[src/rtl/keypad_pkg.sv]
// Shared definitions for the 4x4 matrix keypad scanner: FSM state codes,
// matrix geometry and the row-drive decode.
package keypad_pkg;

  localparam int NUM_ROWS = 4;
  localparam int NUM_COLS = 4;

  localparam logic [3:0] COL_IDLE = 4'b1111;

  localparam logic [2:0] IDLE      = 3'd0;
  localparam logic [2:0] DEB_PRESS = 3'd1;
  localparam logic [2:0] SCAN      = 3'd2;
  localparam logic [2:0] HOLD      = 3'd3;
  localparam logic [2:0] DEB_REL   = 3'd4;

  // Active-low one-hot row select.
  function automatic logic [3:0] row_drive(input logic [1:0] row_idx);
    return ~(4'b0001 << row_idx);
  endfunction

endpackage

[src/rtl/keypad_tick_gen.sv]
// Scan-tick divider: flag_tick pulses once every CNT_MAX+1 sys_clk cycles.
// Shared with the seven-segment display driver.
module keypad_tick_gen #(
  parameter logic [15:0] CNT_MAX = 16'd49_999
) (
  input  logic sys_clk,
  input  logic sys_rst_n,
  output logic flag_tick
);

  logic [15:0] cnt;

  always_ff @(posedge sys_clk or negedge sys_rst_n) begin
    if (!sys_rst_n) begin
      cnt <= 16'd0;
    end else if (cnt == CNT_MAX) begin
      cnt <= 16'd0;
    end else begin
      cnt <= cnt + 16'd1;
    end
  end

  assign flag_tick = (cnt == CNT_MAX - 16'd1);

endmodule

[src/rtl/keypad_matrix_scan.sv]
// 4x4 active-low keypad reader: synchronise, debounce, scan, emit key code.
// Define KEY_REPEAT_EN to enable auto-repeat of key_valid while a key is held.
//
// state     | meaning
// IDLE      | all rows driven low, waiting for any column to drop
// DEB_PRESS | some column low, counting stable ticks before scanning
// SCAN      | walking one driven row per tick to locate the key
// HOLD      | key located, row held, waiting for release
// DEB_REL   | all columns high, counting stable ticks before accepting release
module keypad_matrix_scan
  import keypad_pkg::*;
#(
  parameter logic [15:0] CNT_MAX        = 16'd49_999,
  parameter logic [7:0]  DEBOUNCE_TICKS = 8'd20
`ifdef KEY_REPEAT_EN
  ,
  parameter logic [9:0]  REPEAT_DELAY   = 10'd500,
  parameter logic [9:0]  REPEAT_RATE    = 10'd100
`endif
) (
  input  logic       sys_clk,
  input  logic       sys_rst_n,
  input  logic [3:0] key_col,
  output logic [3:0] key_row,
  output logic [3:0] key_code,
  output logic       key_valid,
  output logic       key_pressed
);

  localparam logic [7:0] DEB_LAST = DEBOUNCE_TICKS - 8'd1;

  logic       flag_tick;
  logic [3:0] col_meta;
  logic [3:0] col_s;
  logic [2:0] state;
  logic [7:0] deb_cnt;
  logic [7:0] deb_next;
  logic [1:0] row_idx;
  logic [3:0] col_low;
  logic       one_low;
  logic [1:0] col_idx;

  keypad_tick_gen #(.CNT_MAX(CNT_MAX)) u_tick_gen (
    .sys_clk   (sys_clk),
    .sys_rst_n (sys_rst_n),
    .flag_tick (flag_tick)
  );

  always_ff @(posedge sys_clk or negedge sys_rst_n) begin
    if (!sys_rst_n) begin
      col_meta <= COL_IDLE;
      col_s    <= COL_IDLE;
    end else begin
      col_meta <= key_col;
      col_s    <= col_meta;
    end
  end

  assign col_low  = ~col_s;
  assign one_low  = (col_low != 4'd0) && ((col_low & (col_low - 4'd1)) == 4'd0);
  assign deb_next = (deb_cnt == 8'hFF) ? deb_cnt : deb_cnt + 8'd1;

  always_comb begin
    col_idx = 2'd0;
    for (int c = NUM_COLS - 1; c >= 0; c--) begin
      if (col_low[c]) col_idx = 2'(c);
    end
  end

`ifdef KEY_REPEAT_EN
  logic       multi;
  logic       rep_first;
  logic [9:0] rep_cnt;
  logic [9:0] rep_limit;

  assign rep_limit = rep_first ? REPEAT_DELAY : REPEAT_RATE;
`endif

  always_ff @(posedge sys_clk or negedge sys_rst_n) begin
    if (!sys_rst_n) begin
      state       <= IDLE;
      key_row     <= 4'b0000;
      key_code    <= 4'd0;
      key_valid   <= 1'b0;
      key_pressed <= 1'b0;
      deb_cnt     <= 8'd0;
      row_idx     <= 2'd0;
`ifdef KEY_REPEAT_EN
      multi       <= 1'b0;
      rep_first   <= 1'b1;
      rep_cnt     <= 10'd0;
`endif
    end else begin
      key_valid <= 1'b0;
      if (flag_tick) begin
        case (state)
          IDLE: begin
            if (col_s != COL_IDLE) begin
              state   <= DEB_PRESS;
              deb_cnt <= 8'd0;
            end
          end
          DEB_PRESS: begin
            if (col_s == COL_IDLE) begin
              state <= IDLE;
            end else if (deb_cnt == DEB_LAST) begin
              state   <= SCAN;
              row_idx <= 2'd0;
              key_row <= row_drive(2'd0);
            end else begin
              deb_cnt <= deb_next;
            end
          end
          SCAN: begin
            if (one_low) begin
              key_code    <= {row_idx, col_idx};
              key_valid   <= 1'b1;
              key_pressed <= 1'b1;
              state       <= HOLD;
            end else if (col_s != COL_IDLE) begin
              // Ambiguous chord: park in HOLD until release, report nothing.
`ifdef KEY_REPEAT_EN
              multi <= 1'b1;
`endif
              state <= HOLD;
            end else if (row_idx != 2'(NUM_ROWS - 1)) begin
              row_idx <= row_idx + 2'd1;
              key_row <= row_drive(row_idx + 2'd1);
            end else begin
              state   <= IDLE;
              key_row <= 4'b0000;
            end
          end
          HOLD: begin
            if (col_s == COL_IDLE) begin
              state   <= DEB_REL;
              deb_cnt <= 8'd0;
`ifdef KEY_REPEAT_EN
              rep_cnt   <= 10'd0;
              rep_first <= 1'b1;
            end else if (!multi) begin
              if (rep_cnt + 10'd1 == rep_limit) begin
                key_valid <= 1'b1;
                rep_cnt   <= 10'd0;
                rep_first <= 1'b0;
              end else begin
                rep_cnt <= rep_cnt + 10'd1;
              end
`endif
            end
          end
          DEB_REL: begin
            if (col_s != COL_IDLE) begin
              state <= HOLD;
            end else if (deb_cnt == DEB_LAST) begin
              state       <= IDLE;
              key_pressed <= 1'b0;
              key_row     <= 4'b0000;
`ifdef KEY_REPEAT_EN
              multi       <= 1'b0;
`endif
            end else begin
              deb_cnt <= deb_next;
            end
          end
          default: begin
            state   <= IDLE;
            key_row <= 4'b0000;
          end
        endcase
      end
    end
  end

endmodule

[config.mk]
export PLATFORM = sky130hd
export DESIGN_NAME = keypad_matrix_scan
export DESIGN_NICKNAME = d
export VERILOG_FILES = /design/src/rtl/keypad_pkg.sv /design/src/rtl/keypad_tick_gen.sv /design/src/rtl/keypad_matrix_scan.sv
export SDC_FILE = /design/constraint.sdc
export NUM_CORES = 1
export LEC_CHECK = 0
export CORE_ASPECT_RATIO = 1.4
export CORE_MARGIN = 3
export CORE_UTILIZATION = 50
export DETAILED_ROUTE_END_ITERATION = 12
export GPL_TIMING_DRIVEN = 0
export PLACE_DENSITY = 0.72
export SLEW_MARGIN = 20
export SYNTH_ARGS = -nofsm -noshare
export SYNTH_HDL_FRONTEND = slang
export SYNTH_SLANG_ARGS = --single-unit
[constraint.sdc]
create_clock -name sys_clk -period 1.8 [get_ports sys_clk]
set_input_delay 0.36 -clock sys_clk [delete_from_list [all_inputs] [get_ports sys_clk]]
set_output_delay 0.36 -clock sys_clk [all_outputs]
set_load 0.01 [all_outputs]
==> impl_metrics.py <==
metrics = {
    "run_status": {
        "status": "finished, violations left",
        "violations": "negative setup slack",
    },
    "logic_synthesis": {
        "yosysSeqAreaShare": 0.466,
        "syn-instance-count": 238,
        "syn_avg_cell_area_sq_um": 10.7,
        "async_flop_share": 1.00,
        "ys_ff_latch": 47,
        "syn_nets": 251,
        "synthSimpleGateAreaFrac": 0.240,
        "synth.distinct_cells": 51,
        "synth-xor-area-share": 0.0413,
        "ys_warn_count": 0,
        "synth_top_family_by_area": "simple AND/OR/NAND/NOR gates",
        "netlist_area_sq_um": 2540,
        "yosys.area_share.adder": 0.0344,
        "synth_edf_count": 0,
        "synth-compound-area-share": 0.104,
        "synth_ff_type": "dfrtp_1",
        "synth_mux_area_frac": 0.0851,
    },
    "place": {
        "gp_congestion": 0.806,
        "placed_cell_area_sq_um": 2800,
        "hpwl_um": 3280,
        "numPortBuffers": 15,
        "pre_cts_ws_ps": -218,
    },
    "worst_setup_path": {
        "path_buf_inv": 1,
        "reg2reg_to": "deb_cnt[0]",
        "cpPeakStageDelay_ps": 400,
        "crit_chain": "ha_4 > nor4b_4 > nand3_2 > buf_6 > a31oi_4 > a21oi_2 > mux2_2",
        "critPathMaxFanout": 4,
        "reg2reg_slack_ps": -170,
        "ff2ff_path_depth": 7,
        "path_class": "flip-flop to flip-flop",
        "arrival_ps": 2150,
        "path_depth": 7,
        "crit_path_start_kind": "flip-flop",
        "crit_path_end": "deb_cnt[0]",
        "crit_slowest_cell": "dfrtp_1",
        "cp-startpoint": "deb_cnt[1]",
        "r2r-start": "deb_cnt[1]",
        "end_kind": "flip-flop",
        "crit_family": "simple AND/OR/NAND/NOR gates",
        "required_ps": 1980,
    },
    "sta": {
        "fin_tns_setup_ps": -1530,
        "final.setup.worst_slack_ps": -170,
        "max_clock_freq_ghz": 0.508,
        "fin_skew_ps": 18.3,
        "hold_viol": 0,
        "rsz0062_at_grt": "yes",
        "period_share": 1.09,
        "setup_viol": 18,
        "relSlewSlack": 0.606,
        "drv_slew": 0,
        "layout_min_cycle_time_ps": 1970,
        "tightest_slew_ps": 592,
    },
    "global_route": {
        "grt_max_degree": 25,
        "grt_first_pass_wirelength_um": 8860,
        "grtUsageTotal": 0.188,
        "antenna_found_initial": 0,
        "first_global_vias": 1974,
        "overflow": 0,
    },
    "floorplanning": {
        "start_util": 0.522,
        "die_y_um": 90.4,
        "die_area_sq_um": 5990,
        "io_pins": 16,
        "die_w_um": 66.3,
        "core_sq_um": 4880,
        "rows": 30,
    },
    "detailed_routing": {
        "ant_nets": 0,
        "totalWireLength_um": 5410,
        "drt_iter0_drc": 128,
        "drc_errors": 0,
        "viasPerCell": 5.65,
        "wl_per_cell_um": 15.6,
        "drt-pass1-iter-count": 5,
        "vias": 1962,
    },
    "power": {
        "total_power_mw": 1.79,
        "cellPowerDensity_nw_per_um2": 550,
        "peakVddDrop_mv": 0.610,
        "p_leak_nw": 1.42,
    },
    "clocking": {
        "cts_buffers": 5,
        "cts_sinks": 47,
        "root_buffer": "clkbuf_8",
        "clk_latency_ps": 310,
        "cts_hold_buf": 0,
        "cts_tree": "done",
        "htreeDepth": 2,
        "clk_pin_slew_ps": 100,
        "ctsLongestPathBuffers": 2,
    },
    "layout": {
        "finalCoreUtilization": 0.666,
        "n_antenna_cell": 0,
        "final_area_sq_um": 3250,
        "area_growth_syn_to_layout_pct": 27.8,
        "nets": 295,
        "drive_gt1_frac": 0.332,
    },
    "min_path": {
        "hold_class": "primary input to asynchronous set/reset pin",
    },
    "run": {
        "maxCapViolations": 0,
    },
}
## cell usage in the layout, fill, tap and decap left out, types with 2 or more instances in the layout
master | netlist | final
xor2_1 | 7 | 7
dfrtp_1 | 39 | 38
a21oi_1 | 7 | 3
nand2_1 | 21 | 21
buf_6 | 1 | 4
and3_1 | 5 | 5
ha_1 | 7 | 6
clkbuf_8 | 0 | 5
nand2b_4 | 0 | 3
nor3_1 | 3 | 2
and4_1 | 5 | 5
buf_4 | 0 | 21
a21oi_2 | 1 | 4
mux2_4 | 0 | 3
nand4_1 | 4 | 4
mux2i_1 | 7 | 6
nor4b_4 | 2 | 2
nand2b_1 | 10 | 7
o22ai_1 | 3 | 3
nor2_1 | 20 | 19
nand4_4 | 2 | 3
nor3_2 | 2 | 2
xnor2_1 | 5 | 5
o21ai_2 | 0 | 2
clkdlybuf4s50_1 | 0 | 14
nor4_2 | 0 | 3
dfstp_2 | 8 | 8
o31ai_1 | 4 | 3
inv_1 | 9 | 9
mux2_2 | 12 | 10
nand3_1 | 11 | 11
a31oi_1 | 2 | 2
o21ai_0 | 5 | 5
buf_2 | 5 | 4
## repair_timing
item	CTS	global route
resized for setup	19	22
pin swaps	16	10
setup endpoints to repair	21	29
setup buffers	16	6
## cell usage after synthesis (4+ instances only)
cell type / number / area share
a21oi_1: 7 / 0.014
and3_1: 5 / 0.012
and4_1: 5 / 0.017
buf_2: 5 / 0.0098
dfrtp_1: 39 / 0.38
dfstp_2: 8 / 0.083
ha_1: 7 / 0.034
inv_1: 9 / 0.013
mux2_2: 12 / 0.053
mux2i_1: 7 / 0.028
nand2_1: 21 / 0.031
nand2b_1: 10 / 0.025
nand3_1: 11 / 0.022
nand4_1: 4 / 0.0098
nor2_1: 20 / 0.029
o21ai_0: 5 / 0.0098
o31ai_1: 4 / 0.012
xnor2_1: 5 / 0.017
xor2_1: 7 / 0.024
## worst min path at each step
stage | start | end | slack [ps] | depth (start not counted)
floorplan | sys_rst_n | deb_cnt[0] | 60 | 0
global placement | col_meta[3] | col_s[3] | 350 | 0
detailed placement | col_meta[2] | col_s[2] | 350 | 0
CTS | sys_rst_n | deb_cnt[6] | 80 | 1
global route | sys_rst_n | key_row[3] | 80 | 1
finish | sys_rst_n | key_row[2] | 40 | 1
## layout make-up
class	instances	area (sq um)
buffer	6	45.0
clock buffer	6	72.6
fill	377	1630
sequential	47	1190
timing repair buffer	38	345
clock inverter	2	12.5
inverter	9	33.8
tap	64	80.1
multi-input combinational	175	1480
## cells by family after synthesis
logic type                 Yosys count
and+or+nand+nor                     98
adders and majority gates            7
AOI/OAI and AO/OA                   38
buffers and inverters               16
xor gates and xnor gates            12
DFF                                 47
muxes                               20
## where the power goes
group / total (mW) / switching [mW] / internal (mW)
clock network: 0.639 / 0.367 / 0.272
registers: 1.08 / 0.00717 / 1.07
logic: 0.0696 / 0.0381 / 0.0314
## stage by stage
stage | hold slack, ps | std cells
detailed placement | 347 | 318
floorplan | 64.4 | 238
global placement | 345 | 317
CTS | 77.4 | 341
finish | 45.0 | 347
global route | 84.7 | 347
## metal layers
metal	vias up	GRT usage	share of wire	wire length [um]
met5	-	0	0	0
met4	0	0.0864	0.021	115
met3	13	0.0399	0.024	130
met2	39	0.318	0.54	2930
met1	965	0.220	0.41	2230
li1	945	-	-	-
## state kept, by name (all words and copies together), names as in the netlist
register / flops
row_idx: 2
key_pressed: 1
state: 3
deb_cnt: 8
col_s: 4
key_row: 4
u_tick_gen.cnt: 16
key_code: 4
col_meta: 4
key_valid: 1
Power figures use the tool's default switching activity.
